**config.mk**
```make
export PLATFORM = sky130hd
export DESIGN_NAME = swerv_nbload_ctl_flat
export DESIGN_NICKNAME = d
export VERILOG_FILES = /design/src/rtl/swerv_nbload_ctl_pkg.sv /design/src/rtl/swerv_nbload_ctl_if.sv /design/src/rtl/swerv_nbload_ffs.sv /design/src/rtl/swerv_nbload_ctl.sv /design/src/flat_wrapper.sv
export SDC_FILE = /design/constraint.sdc
export NUM_CORES = 1
export LEC_CHECK = 0
export CORE_MARGIN = 1.5
export CORE_UTILIZATION = 30
export DETAILED_ROUTE_END_ITERATION = 6
export GPL_ROUTABILITY_DRIVEN = 0
export PLACE_DENSITY = 0.46
export SLEW_MARGIN = 20
export SYNTH_ARGS = -nofsm -noshare
export SYNTH_HDL_FRONTEND = slang
export SYNTH_SLANG_ARGS = --single-unit
```
**constraint.sdc**
```tcl
create_clock -name clk -period 4.2 [get_ports clk]
set_input_delay 0.42 -clock clk [delete_from_list [all_inputs] [get_ports clk]]
set_output_delay 0.42 -clock clk [all_outputs]
set_load 0.005 [all_outputs]
```
**src/rtl/swerv_nbload_ctl_pkg.sv**
```systemverilog
// Shared types for the non-blocking load controller.
// Holds the per-entry state encoding, the CAM entry payload, default sizing
// and the WAW match helper used for both the next-state and RF-write paths.
package swerv_nbload_ctl_pkg;

  localparam int NB_DEPTH = 4;
  localparam int NB_TAG_W = 2;

  typedef enum logic [1:0] {
    IDLE = 2'b00,
    PEND = 2'b01,
    WRB  = 2'b10
  } nbload_state_e;

  // Destination payload of one outstanding load.
  typedef struct packed {
    logic       wb;
    logic [4:0] rd;
  } load_cam_pkt_t;

  // True when a younger writer (new load or committing instruction) targets
  // the same architectural register, so the older load must not write back.
  function automatic logic waw_match(input logic [4:0] rd,
                                     input logic       clr_a,
                                     input logic [4:0] rd_a,
                                     input logic       clr_b,
                                     input logic [4:0] rd_b);
    return (clr_a && (rd == rd_a)) || (clr_b && (rd == rd_b));
  endfunction

endpackage

```
**src/rtl/swerv_nbload_ctl_if.sv**
```systemverilog
// Bundle of the decode/commit/LSU-facing signals of the non-blocking load
// controller.
//   master : decode, commit and LSU side (drives requests, sees results)
//   slave  : the controller itself
// Signals: alloc_*, dest_*, kill_*, wb_*, cam_rs*, rs*_hit, rf_w*, busy,
// proto_err.
interface swerv_nbload_ctl_if #(
  parameter int TAG_W = swerv_nbload_ctl_pkg::NB_TAG_W
);
  logic             alloc_valid;
  logic [4:0]       alloc_rd;
  logic             alloc_ready;
  logic [TAG_W-1:0] alloc_tag;
  logic             dest_valid;
  logic [4:0]       dest_rd;
  logic             kill_valid;
  logic [TAG_W-1:0] kill_tag;
  logic             wb_valid;
  logic [TAG_W-1:0] wb_tag;
  logic [4:0]       cam_rs1;
  logic [4:0]       cam_rs2;
  logic             rs1_hit;
  logic             rs2_hit;
  logic             rf_wen;
  logic [4:0]       rf_waddr;
  logic [TAG_W-1:0] rf_wtag;
  logic             busy;
  logic             proto_err;

  modport master (
    output alloc_valid, alloc_rd, dest_valid, dest_rd, kill_valid, kill_tag,
           wb_valid, wb_tag, cam_rs1, cam_rs2,
    input  alloc_ready, alloc_tag, rs1_hit, rs2_hit, rf_wen, rf_waddr,
           rf_wtag, busy, proto_err
  );

  modport slave (
    input  alloc_valid, alloc_rd, dest_valid, dest_rd, kill_valid, kill_tag,
           wb_valid, wb_tag, cam_rs1, cam_rs2,
    output alloc_ready, alloc_tag, rs1_hit, rs2_hit, rf_wen, rf_waddr,
           rf_wtag, busy, proto_err
  );

endinterface

```
**src/rtl/swerv_nbload_ffs.sv**
```systemverilog
// Lowest-set-bit priority encoder.
//   req_i   : request vector, bit 0 has highest priority
//   idx_o   : index of the lowest set bit (0 when none set)
//   found_o : at least one bit is set
module swerv_nbload_ffs #(
  parameter int DEPTH = swerv_nbload_ctl_pkg::NB_DEPTH,
  parameter int TAG_W = swerv_nbload_ctl_pkg::NB_TAG_W
) (
  input  logic [DEPTH-1:0] req_i,
  output logic [TAG_W-1:0] idx_o,
  output logic             found_o
);

  // Scan upward and latch the first set bit.
  always_comb begin
    idx_o   = '0;
    found_o = 1'b0;
    for (int i = 0; i < DEPTH; i++) begin
      if (req_i[i] && !found_o) begin
        idx_o   = TAG_W'(i);
        found_o = 1'b1;
      end else begin
        idx_o   = idx_o;
      end
    end
  end

endmodule

```
**src/rtl/swerv_nbload_ctl.sv**
```systemverilog
// Non-blocking load controller: allocates load tags, keeps a per-tag
// destination CAM, reports RAW hazards to decode and sequences the delayed
// integer-RF write when load data returns.
//   clk, rst : core clock, synchronous active-high reset
//   bus      : slave side of swerv_nbload_ctl_if (alloc, dest, kill, wb,
//              CAM lookup, RF write, busy, proto_err)
module swerv_nbload_ctl
  import swerv_nbload_ctl_pkg::*;
#(
  parameter int DEPTH = NB_DEPTH,
  parameter int TAG_W = NB_TAG_W
) (
  input  logic               clk,
  input  logic               rst,
  swerv_nbload_ctl_if.slave  bus
);

  nbload_state_e    state_q [DEPTH];
  nbload_state_e    state_d [DEPTH];
  load_cam_pkt_t    pkt_q   [DEPTH];
  load_cam_pkt_t    pkt_d   [DEPTH];
  logic             wrb_vld_q, wrb_vld_d;
  logic [TAG_W-1:0] wrb_tag_q, wrb_tag_d;
  logic             proto_err_q, proto_err_d;

  logic [DEPTH-1:0] idle_s;
  logic [TAG_W-1:0] free_tag_s;
  logic             free_found_s;
  logic             alloc_fire_s;
  logic             alloc_clr_s;
  logic             dest_clr_s;
  load_cam_pkt_t    wrb_pkt_s;

  // Vector of free entries; WRB entries are deliberately not free.
  always_comb begin
    idle_s = '0;
    for (int i = 0; i < DEPTH; i++) begin
      idle_s[i] = (state_q[i] == IDLE);
    end
  end

  swerv_nbload_ffs #(.DEPTH(DEPTH), .TAG_W(TAG_W)) u_ffs (
    .req_i   (idle_s),
    .idx_o   (free_tag_s),
    .found_o (free_found_s)
  );

  assign alloc_fire_s    = bus.alloc_valid & free_found_s;
  assign alloc_clr_s     = alloc_fire_s & (bus.alloc_rd != 5'd0);
  assign dest_clr_s      = bus.dest_valid & (bus.dest_rd != 5'd0);
  assign bus.alloc_ready = free_found_s;
  assign bus.alloc_tag   = free_tag_s;
  assign bus.busy        = ~(&idle_s);
  assign bus.proto_err   = proto_err_q;
  assign wrb_pkt_s       = pkt_q[wrb_tag_q];

  // Per-entry next-state: allocate, absorb return, apply kill/WAW clears.
  always_comb begin
    for (int i = 0; i < DEPTH; i++) begin
      state_d[i] = state_q[i];
      pkt_d[i]   = pkt_q[i];
      case (state_q[i])
        IDLE: begin
          if (alloc_fire_s && (free_tag_s == TAG_W'(i))) begin
            state_d[i]  = PEND;
            pkt_d[i].rd = bus.alloc_rd;
            pkt_d[i].wb = (bus.alloc_rd != 5'd0);
          end else begin
            state_d[i] = IDLE;
          end
        end
        PEND: begin
          if (bus.wb_valid && (bus.wb_tag == TAG_W'(i))) begin
            state_d[i] = WRB;
          end else begin
            state_d[i] = PEND;
          end
          // A killed load stays PEND so its bus return is still absorbed.
          if ((bus.kill_valid && (bus.kill_tag == TAG_W'(i))) ||
              waw_match(pkt_q[i].rd, alloc_clr_s, bus.alloc_rd,
                        dest_clr_s, bus.dest_rd)) begin
            pkt_d[i].wb = 1'b0;
          end else begin
            pkt_d[i].wb = pkt_q[i].wb;
          end
        end
        WRB: begin
          state_d[i]  = IDLE;
          pkt_d[i].wb = 1'b0;
        end
        default: begin
          state_d[i] = IDLE;
          pkt_d[i]   = '0;
        end
      endcase
    end
  end

  // Writeback slot and protocol checks are registered straight from wb_tag.
  always_comb begin
    wrb_vld_d   = bus.wb_valid && (state_q[bus.wb_tag] == PEND);
    wrb_tag_d   = bus.wb_tag;
    proto_err_d = (bus.wb_valid && (state_q[bus.wb_tag] != PEND)) ||
                  (bus.kill_valid && (state_q[bus.kill_tag] == IDLE));
  end

  // RF write from the WRB entry; a same-cycle WAW clear still suppresses it.
  always_comb begin
    if (wrb_vld_q) begin
      bus.rf_wen   = wrb_pkt_s.wb &
                     ~waw_match(wrb_pkt_s.rd, alloc_clr_s, bus.alloc_rd,
                                dest_clr_s, bus.dest_rd);
      bus.rf_waddr = wrb_pkt_s.rd;
      bus.rf_wtag  = wrb_tag_q;
    end else begin
      bus.rf_wen   = 1'b0;
      bus.rf_waddr = 5'd0;
      bus.rf_wtag  = '0;
    end
  end

  // RAW hazard lookup against pending and writing-back loads.
  always_comb begin
    bus.rs1_hit = 1'b0;
    bus.rs2_hit = 1'b0;
    for (int i = 0; i < DEPTH; i++) begin
      if ((state_q[i] != IDLE) && pkt_q[i].wb) begin
        bus.rs1_hit = bus.rs1_hit |
                      ((bus.cam_rs1 != 5'd0) && (pkt_q[i].rd == bus.cam_rs1));
        bus.rs2_hit = bus.rs2_hit |
                      ((bus.cam_rs2 != 5'd0) && (pkt_q[i].rd == bus.cam_rs2));
      end else begin
        bus.rs1_hit = bus.rs1_hit;
      end
    end
  end

  // State registers.
  always_ff @(posedge clk) begin
    if (rst) begin
      for (int i = 0; i < DEPTH; i++) begin
        state_q[i] <= IDLE;
        pkt_q[i]   <= '0;
      end
      wrb_vld_q   <= 1'b0;
      wrb_tag_q   <= '0;
      proto_err_q <= 1'b0;
    end else begin
      for (int i = 0; i < DEPTH; i++) begin
        state_q[i] <= state_d[i];
        pkt_q[i]   <= pkt_d[i];
      end
      wrb_vld_q   <= wrb_vld_d;
      wrb_tag_q   <= wrb_tag_d;
      proto_err_q <= proto_err_d;
    end
  end

endmodule

```
**src/flat_wrapper.sv**
```systemverilog
// flat-port wrapper written by rule: the top's interface ports become plain ports
module swerv_nbload_ctl_flat import swerv_nbload_ctl_pkg::*;
#(
  parameter int DEPTH = NB_DEPTH,
  parameter int TAG_W = NB_TAG_W
)
  (clk, rst, bus_alloc_valid, bus_alloc_rd, bus_dest_valid, bus_dest_rd, bus_kill_valid, bus_kill_tag, bus_wb_valid, bus_wb_tag, bus_cam_rs1, bus_cam_rs2, bus_alloc_ready, bus_alloc_tag, bus_rs1_hit, bus_rs2_hit, bus_rf_wen, bus_rf_waddr, bus_rf_wtag, bus_busy, bus_proto_err);
  swerv_nbload_ctl_if #(.TAG_W(TAG_W)) bus_i ();
  input  logic clk;
  input  logic rst;
  input wire logic [$bits(bus_i.alloc_valid)-1:0] bus_alloc_valid;
  input wire logic [$bits(bus_i.alloc_rd)-1:0] bus_alloc_rd;
  input wire logic [$bits(bus_i.dest_valid)-1:0] bus_dest_valid;
  input wire logic [$bits(bus_i.dest_rd)-1:0] bus_dest_rd;
  input wire logic [$bits(bus_i.kill_valid)-1:0] bus_kill_valid;
  input wire logic [$bits(bus_i.kill_tag)-1:0] bus_kill_tag;
  input wire logic [$bits(bus_i.wb_valid)-1:0] bus_wb_valid;
  input wire logic [$bits(bus_i.wb_tag)-1:0] bus_wb_tag;
  input wire logic [$bits(bus_i.cam_rs1)-1:0] bus_cam_rs1;
  input wire logic [$bits(bus_i.cam_rs2)-1:0] bus_cam_rs2;
  output wire logic [$bits(bus_i.alloc_ready)-1:0] bus_alloc_ready;
  output wire logic [$bits(bus_i.alloc_tag)-1:0] bus_alloc_tag;
  output wire logic [$bits(bus_i.rs1_hit)-1:0] bus_rs1_hit;
  output wire logic [$bits(bus_i.rs2_hit)-1:0] bus_rs2_hit;
  output wire logic [$bits(bus_i.rf_wen)-1:0] bus_rf_wen;
  output wire logic [$bits(bus_i.rf_waddr)-1:0] bus_rf_waddr;
  output wire logic [$bits(bus_i.rf_wtag)-1:0] bus_rf_wtag;
  output wire logic [$bits(bus_i.busy)-1:0] bus_busy;
  output wire logic [$bits(bus_i.proto_err)-1:0] bus_proto_err;
  assign bus_i.alloc_valid = bus_alloc_valid;
  assign bus_i.alloc_rd = bus_alloc_rd;
  assign bus_i.dest_valid = bus_dest_valid;
  assign bus_i.dest_rd = bus_dest_rd;
  assign bus_i.kill_valid = bus_kill_valid;
  assign bus_i.kill_tag = bus_kill_tag;
  assign bus_i.wb_valid = bus_wb_valid;
  assign bus_i.wb_tag = bus_wb_tag;
  assign bus_i.cam_rs1 = bus_cam_rs1;
  assign bus_i.cam_rs2 = bus_cam_rs2;
  assign bus_alloc_ready = bus_i.alloc_ready;
  assign bus_alloc_tag = bus_i.alloc_tag;
  assign bus_rs1_hit = bus_i.rs1_hit;
  assign bus_rs2_hit = bus_i.rs2_hit;
  assign bus_rf_wen = bus_i.rf_wen;
  assign bus_rf_waddr = bus_i.rf_waddr;
  assign bus_rf_wtag = bus_i.rf_wtag;
  assign bus_busy = bus_i.busy;
  assign bus_proto_err = bus_i.proto_err;
  swerv_nbload_ctl #(.DEPTH(DEPTH), .TAG_W(TAG_W)) u_core (.clk(clk), .rst(rst), .bus(bus_i));
endmodule
```
==> results.md <==
* CP peak stage delay at 0.67 ns
* WL final at just under 10 mm
* Slew HR at 0.398
* Yosys top cell by area: dfxtp_1
* Fin Clk Skew at 0.0125 ns
* Area share of the largest cell type after synthesis at 0.226
* Die span in x at 106 um
* P_leak at 1.20 nW
* Fraction of registers with async set or reset after synthesis at 0
* Max-cap violation count at 0
* Total power at around 880 uW
* Critical Path RT at 3.78 ns
* Crit Path Max Fanout at 10
* Mapped Area at 3190 um2
* Total core area at 10300 um2
* Global route total overflow at 0
* Avg WL per Cell at between 15 and 20 um
* Crit path capture type: output pin
* Sequential share of the synthesized area at 0.226
* IO Count at 45
* CTS sink count at 36
* Final Hold Viols at 0
* CTS Hold Bufs at 0
* CP startpoint kind: input port
* Tmin final at 3.32 ns
* # rows at 37
* Int Pwr at 600 uW
* Synth warnings at 0
* Sw frac at 0.316
* Slew @ Worst Pin at 0.902 ns
* H-tree lvl count at 2
* Clk root buf: clkbuf_8
* CTS Buf Count at 5
* #FFs+latches synth at 36
* DR vias at between 2000 and 3000
* Clock Latency Late Sink at about 0.29 ns
* Die area at 11200 um2
* Mapped Nets at 440
* Arrival @ worst endpoint at 2.90 ns
* Worst path most repeated cell: clkdlybuf4s50_1
* Ant diodes at 0
* Max VDD drop at between 0.1 and 0.15 mV
* Final period utilization at 0.791
* Syn avg cell area at 7.93 um2
* Global-route wire length before repair at 15.5 mm
* Initial antenna violation count at 0
* Cell count after synthesis at 402
* Switching pwr at roughly 280 uW
* Clock power frac at 0.305
* # Post-CTS Setup Buffers at 0
* GRT Util Overall at 0.180
* First-pass iteration count of the detailed router at 4
* Routed vias/inst at roughly 5.2
* Die Ht at 106 um
* Cell area power density at between 200 and 250 nW/um2
* Ys flop type: dfxtp_1
* Clock Tree Buf Depth at 2
* Commonest non-fill, non-tap cells in the layout: xnor2_1, clkdlybuf4s50_1, dfxtp_1, nor2_1, xor2_1
* First DRT Iteration DRCs at 220
* Share of cells above drive strength 1 at 0.0590
* Post-Place Cells at ~540
* Setup TNS Final at 0 ns
* Final std cells w/o fill at ~540
* Nets at 444
* Worst path slowest cell: clkdlybuf4s50_1
* Critical path class: in2out
* Post-DP HPWL at approximately 7.6 mm
* Multi-input logic area at 2180 um2
* Post-synth EDFFs at 0
* Final setup violating endpoints at 0
* Hold Path Class: reg2reg
* TritonCTS clock tree: yes
* Outcome: complete, no violations
* Placed cell area at 3590 um2
* Clk slew on worst S/H paths at about 0.080 ns
* RSZ-0062 raised after global routing: false
* Initial core utilization at 0.309
* Reg area at 721 um2
* Crit path cell chain: clkdlybuf4s50_1, or4_4, o211ai_4, o311ai_0, nor2_1, clkdlybuf4s50_1
* Comb power frac at 0.256
* Vias in the first global route at 2684
* Layout overhead on the synthesized area at 15.6%
* Max-slew violation count at 0
* Post-synthesis cell type count at 44
* Synth area leaders: dfxtp_1, xnor2_1, xor2_1
* Largest net degree at the start of global routing at 18
* PortBufs at between 40 and 50
* Fill cells at 1081
* Flop pwr share at 0.439
* Finished Cell Area at between 3000 and 4000 um2
* Post-route ant nets at 0
* Commonest non-fill, non-tap cell in the layout: xnor2_1
* DRC viols at 0
* Post-cts resize count at 0
* Peak Freq at 301 MHz
==> worst paths after layout <==
path         cells after the start  slack (ns)                 start                 end
max reg2reg                      8        1.62  u_core.state_q[1][0]  u_core.pkt_q[3][4]
min                              2        0.52    u_core.pkt_q[3][5]  u_core.pkt_q[3][5]
min reg2reg                      2        0.52    u_core.pkt_q[3][5]  u_core.pkt_q[3][5]
max                              6        0.88       bus_alloc_rd[2]          bus_rf_wen
==> Yosys cell counts (2+ instances only) <==
cell type  instances
and2_1            11
xnor2_1           64
a21o_1             2
a311oi_1           2
a31oi_1            7
mux4_2             6
nand3b_1           3
mux2i_1            5
inv_1             13
buf_2              7
o21ai_0            7
nand4_1           13
nor3_1            17
o311ai_0           2
buf_4              2
clkbuf_1          30
nand2_1           18
o211ai_1           2
or4_4              2
or4_1              4
a22oi_1            6
nand2b_1           7
ha_1               8
o31ai_1            3
nor2b_1            9
dfxtp_1           36
nor4_1             8
a21oi_1           14
xor2_1            26
buf_6              4
nand3_1           17
buf_1              7
nor2_1            29
==> sequential cells by signal, summed over array words and instances, names as in the netlist <==
| register | cells |
|---|---|
| u_core.pkt_q | 24 |
| u_core.state_q | 8 |
| u_core.wrb_tag_q | 2 |
| u_core.bus.proto_err | 1 |
| u_core.wrb_vld_q | 1 |
==> critical path, delay by kind of cell <==
family,cells,cell delay (ns)
AOI/OAI and AO/OA,2,0.45
buffers and inverters,2,1.18
and+or+nand+nor,2,0.84
==> cell families after synthesis <==
family	after synthesis	synth area share
simple gates	144	0.241
mux	11	0.0581
buf+inv	64	0.0903
fa+ha+maj	8	0.0314
compound gates	49	0.106
flops	36	0.226
xor+xnor	90	0.247
==> metal layers <==
metal | GRT usage | share of wire | up-vias
li1 | - | - | 1365
met1 | 0.265 | 0.49 | 1357
met2 | 0.279 | 0.44 | 81
met3 | 0.0264 | 0.060 | 4
met4 | 0.0338 | 0.0058 | 0
met5 | 0 | 0 | -
==> metrics by stage <==
step	hold slack [ns]	util	worst slack, ns
6_report	0.521	0.357	0.876
3_5_place_dp	0.519	0.348	0.911
4_1_cts	0.530	0.357	0.899
3_3_place_gp	0.506	0.348	0.920
2_1_floorplan	0.451	-	2.09
5_1_grt	0.553	0.357	0.812
==> cell type report <==
class	count	share of cell area
clock buffer	6	0.0224
clock inverter	2	0.00374
inverter	13	0.0132
multi-input combinational	302	0.591
sequential	36	0.196
tap	136	0.0462
timing repair buffer	48	0.128
==> power by group through the flow <==
stage | clock network (mW) | logic, mW | registers [mW]
final | 0.268 | 0.224 | 0.385
after global routing | 0.295 | 0.248 | 0.387
after CTS | 0.277 | 0.225 | 0.385
after detailed placement | 0 | 0.224 | 0.393
after global placement | 0 | 0.224 | 0.393
after floorplan | 0 | 0.176 | 0.367
(Power assumes the default switching activity.)
==> edit (config.mk and constraints unchanged) <==
`NB_DEPTH`: 4 -> 8.
--- a/src/rtl/swerv_nbload_ctl_pkg.sv
+++ b/src/rtl/swerv_nbload_ctl_pkg.sv
@@ -4,5 +4,5 @@
 package swerv_nbload_ctl_pkg;
 
-  localparam int NB_DEPTH = 4;
+  localparam int NB_DEPTH = 8;
   localparam int NB_TAG_W = 2;
 
Function: same outputs for any inputs over 4 cycles, from zero or initial values and one cycle with rst high; that may be too few to reach the edited logic, so the function may still have changed.
==> edit against the original RTL <==
First-iteration DRC count up 72%. Area after synthesis up 78%. Design area up 75%. Routed wire length up 91%. Sequential cell count up 32. Total power up 110%. Setup slack better by 66 ps. Clock skew down 2.1 ps. Critical endpoint unchanged.
==> edit: results (changes against the original RTL) <==
Layout
  – Fillers: 1960 (was 1081)
  – Top Registers: u_core.pkt_q: 48 flops, u_core.state_q: 16 flops, u_core.wrb_tag_q: 2 flops (was u_core.pkt_q: 24 flops, u_core.state_q: 8 flops, u_core.wrb_tag_q: 2 flops)
  – Share of cells above drive strength 1: 0.0634 (was 0.0590)
  – Ant diodes: 0 (unchanged)
  – Design area: 6450 sq um (was 3680 sq um)
  – Final nets: 735 (was 444)

Clock network
  – Num CTS Buffers: 9 (was 5)
  – CTS H-tree lvls: 3 (was 2)
  – Worst skew pair latency: 340 ps (was 290 ps)
  – Clk pin slew, worst setup/hold paths: 60 ps (was 80 ps)
  – CTS root buffer: clkbuf_16 (was clkbuf_8)

Pwr
  – Lkg Pwr: 2.45 nW (was 1.20 nW)

Synthesis
  – Mapped Cells: 708 (was 402)
  – Top cells by area, synth: dfxtp_1 24%, xor2_1 17%, xnor2_1 9.4%, clkbuf_1 4.1%, nand3_1 3.6% (was dfxtp_1 23%, xnor2_1 18%, xor2_1 7.1%, mux4_2 4.2%, clkbuf_1 3.5%)
  – Synth top cells by count: 109 x xor2_1, 68 x dfxtp_1, 62 x clkbuf_1 (was 64 x xnor2_1, 36 x dfxtp_1, 30 x clkbuf_1)
  – Synth cell types: 61 (was 44)
  – Sequential element share of the synthesized area: 0.240 (was 0.226)
  – Post-Syn Nets: 754 (was 440)

Drt
  – Vias post-DR: 5009 (was 2807)
  – Final wirelength: 19000 microns (was 9940 microns)
  – Routed vias/inst: 5.40 (was 5.17)
  – Initial drt markers: 378 (was 220)
  – Pre-antenna DRT Iters: 5 (was 4)

Placement
  – Placed insts: 912 (was 535)
  – Place WS: 1020 ps (was 911 ps)
  – Area after DPL: 6140 sq um (was 3590 sq um)
  – DP HPWL: 14600 microns (was 7590 microns)

Global routing
  – Largest net degree at the start of global routing: 36 (was 18)
  – Gr usage total: 0.196 (was 0.180)
  – First-pass GRT wire length: 29500 microns (was 15500 microns)

Critical path
  – RR Endpoint: u_core.pkt_q[3][0] (was u_core.pkt_q[3][4])
  – R2R setup slack: 1480 ps (was 1620 ps)
  – Critical Path Max Stage Delay: 580 ps (was 670 ps)
  – CP delay by family, top: simple AND/OR/NAND/NOR gates (was buffers and inverters)
  – Worst reg2reg path startpoint: u_core.state_q[2][0] (was u_core.state_q[1][0])
  – Setup crit start: u_core.state_q[0][0] (was bus_alloc_rd[2])

Outcome
  – Run status: finished clean (unchanged)

STA
  – Skew final: 10.4 ps (was 12.5 ps)
  – Headroom to the max-slew limit: 0.492 (was 0.398)
  – Final period util: 0.776 (was 0.791)

Worst hold path
  – Hold Startpoint: u_core.pkt_q[1][5] (was u_core.pkt_q[3][5])
-- edit: logic make-up after synthesis --
| kind of cell | synth area share |
|---|---|
| buffers and inverters | 0.0841 |
| AO/OA/AOI/OAI | 0.132 |
| adder cells (fa/ha/maj) | 0.0352 |
| multiplexers | 0.0315 |
| XOR/XNOR | 0.262 |
| flip-flops | 0.240 |
| AND/OR/NAND/NOR | 0.215 |
-- edit: worst reg2reg max path: cells and delay by family, from the launching register on --
family	cells	cell delay (ps)
DFF	1	380
adders and majority gates	1	340
and+or+nand+nor	3	1130
buffers and inverters	1	70
AOI/OAI and AO/OA	3	730
-- edit: worst min-delay path by stage --
stage,slack [ps],end
3_3_place_gp,500,u_core.pkt_q[1][5]
2_1_floorplan,460,u_core.pkt_q[1][5]
6_report,520,u_core.pkt_q[1][5]
5_1_grt,570,u_core.pkt_q[2][5]
3_5_place_dp,510,u_core.pkt_q[1][5]
4_1_cts,520,u_core.pkt_q[1][5]
-- edit: per-layer routing --
layer  part of all wire  track usage  wire length (microns)  vias to the layer above
li1                   -            -                      -                     2372
met1               0.49        0.272                   9260                     2460
met2               0.45        0.312                   8570                      152
met3              0.043       0.0265                    816                       25
met4              0.021       0.0685                    397                        0
met5                  0            0                      0                        -
-- edit: power breakdown --
part	total [mW]	switching [mW]	internal, mW	leakage, nW
clock	0.782	0.292	0.490	0.149
sequential	0.709	0.0413	0.668	0.552
combinational	0.372	0.208	0.165	1.75
-- edit: final cells by class --
| type | count | area share |
|---|---|---|
| inverter | 33 | 0.0192 |
| clock buffer | 12 | 0.0398 |
| sequential | 68 | 0.211 |
| timing repair buffer | 56 | 0.0815 |
| clock inverter | 4 | 0.00737 |
| multi-input combinational | 521 | 0.596 |
| tap | 234 | 0.0454 |
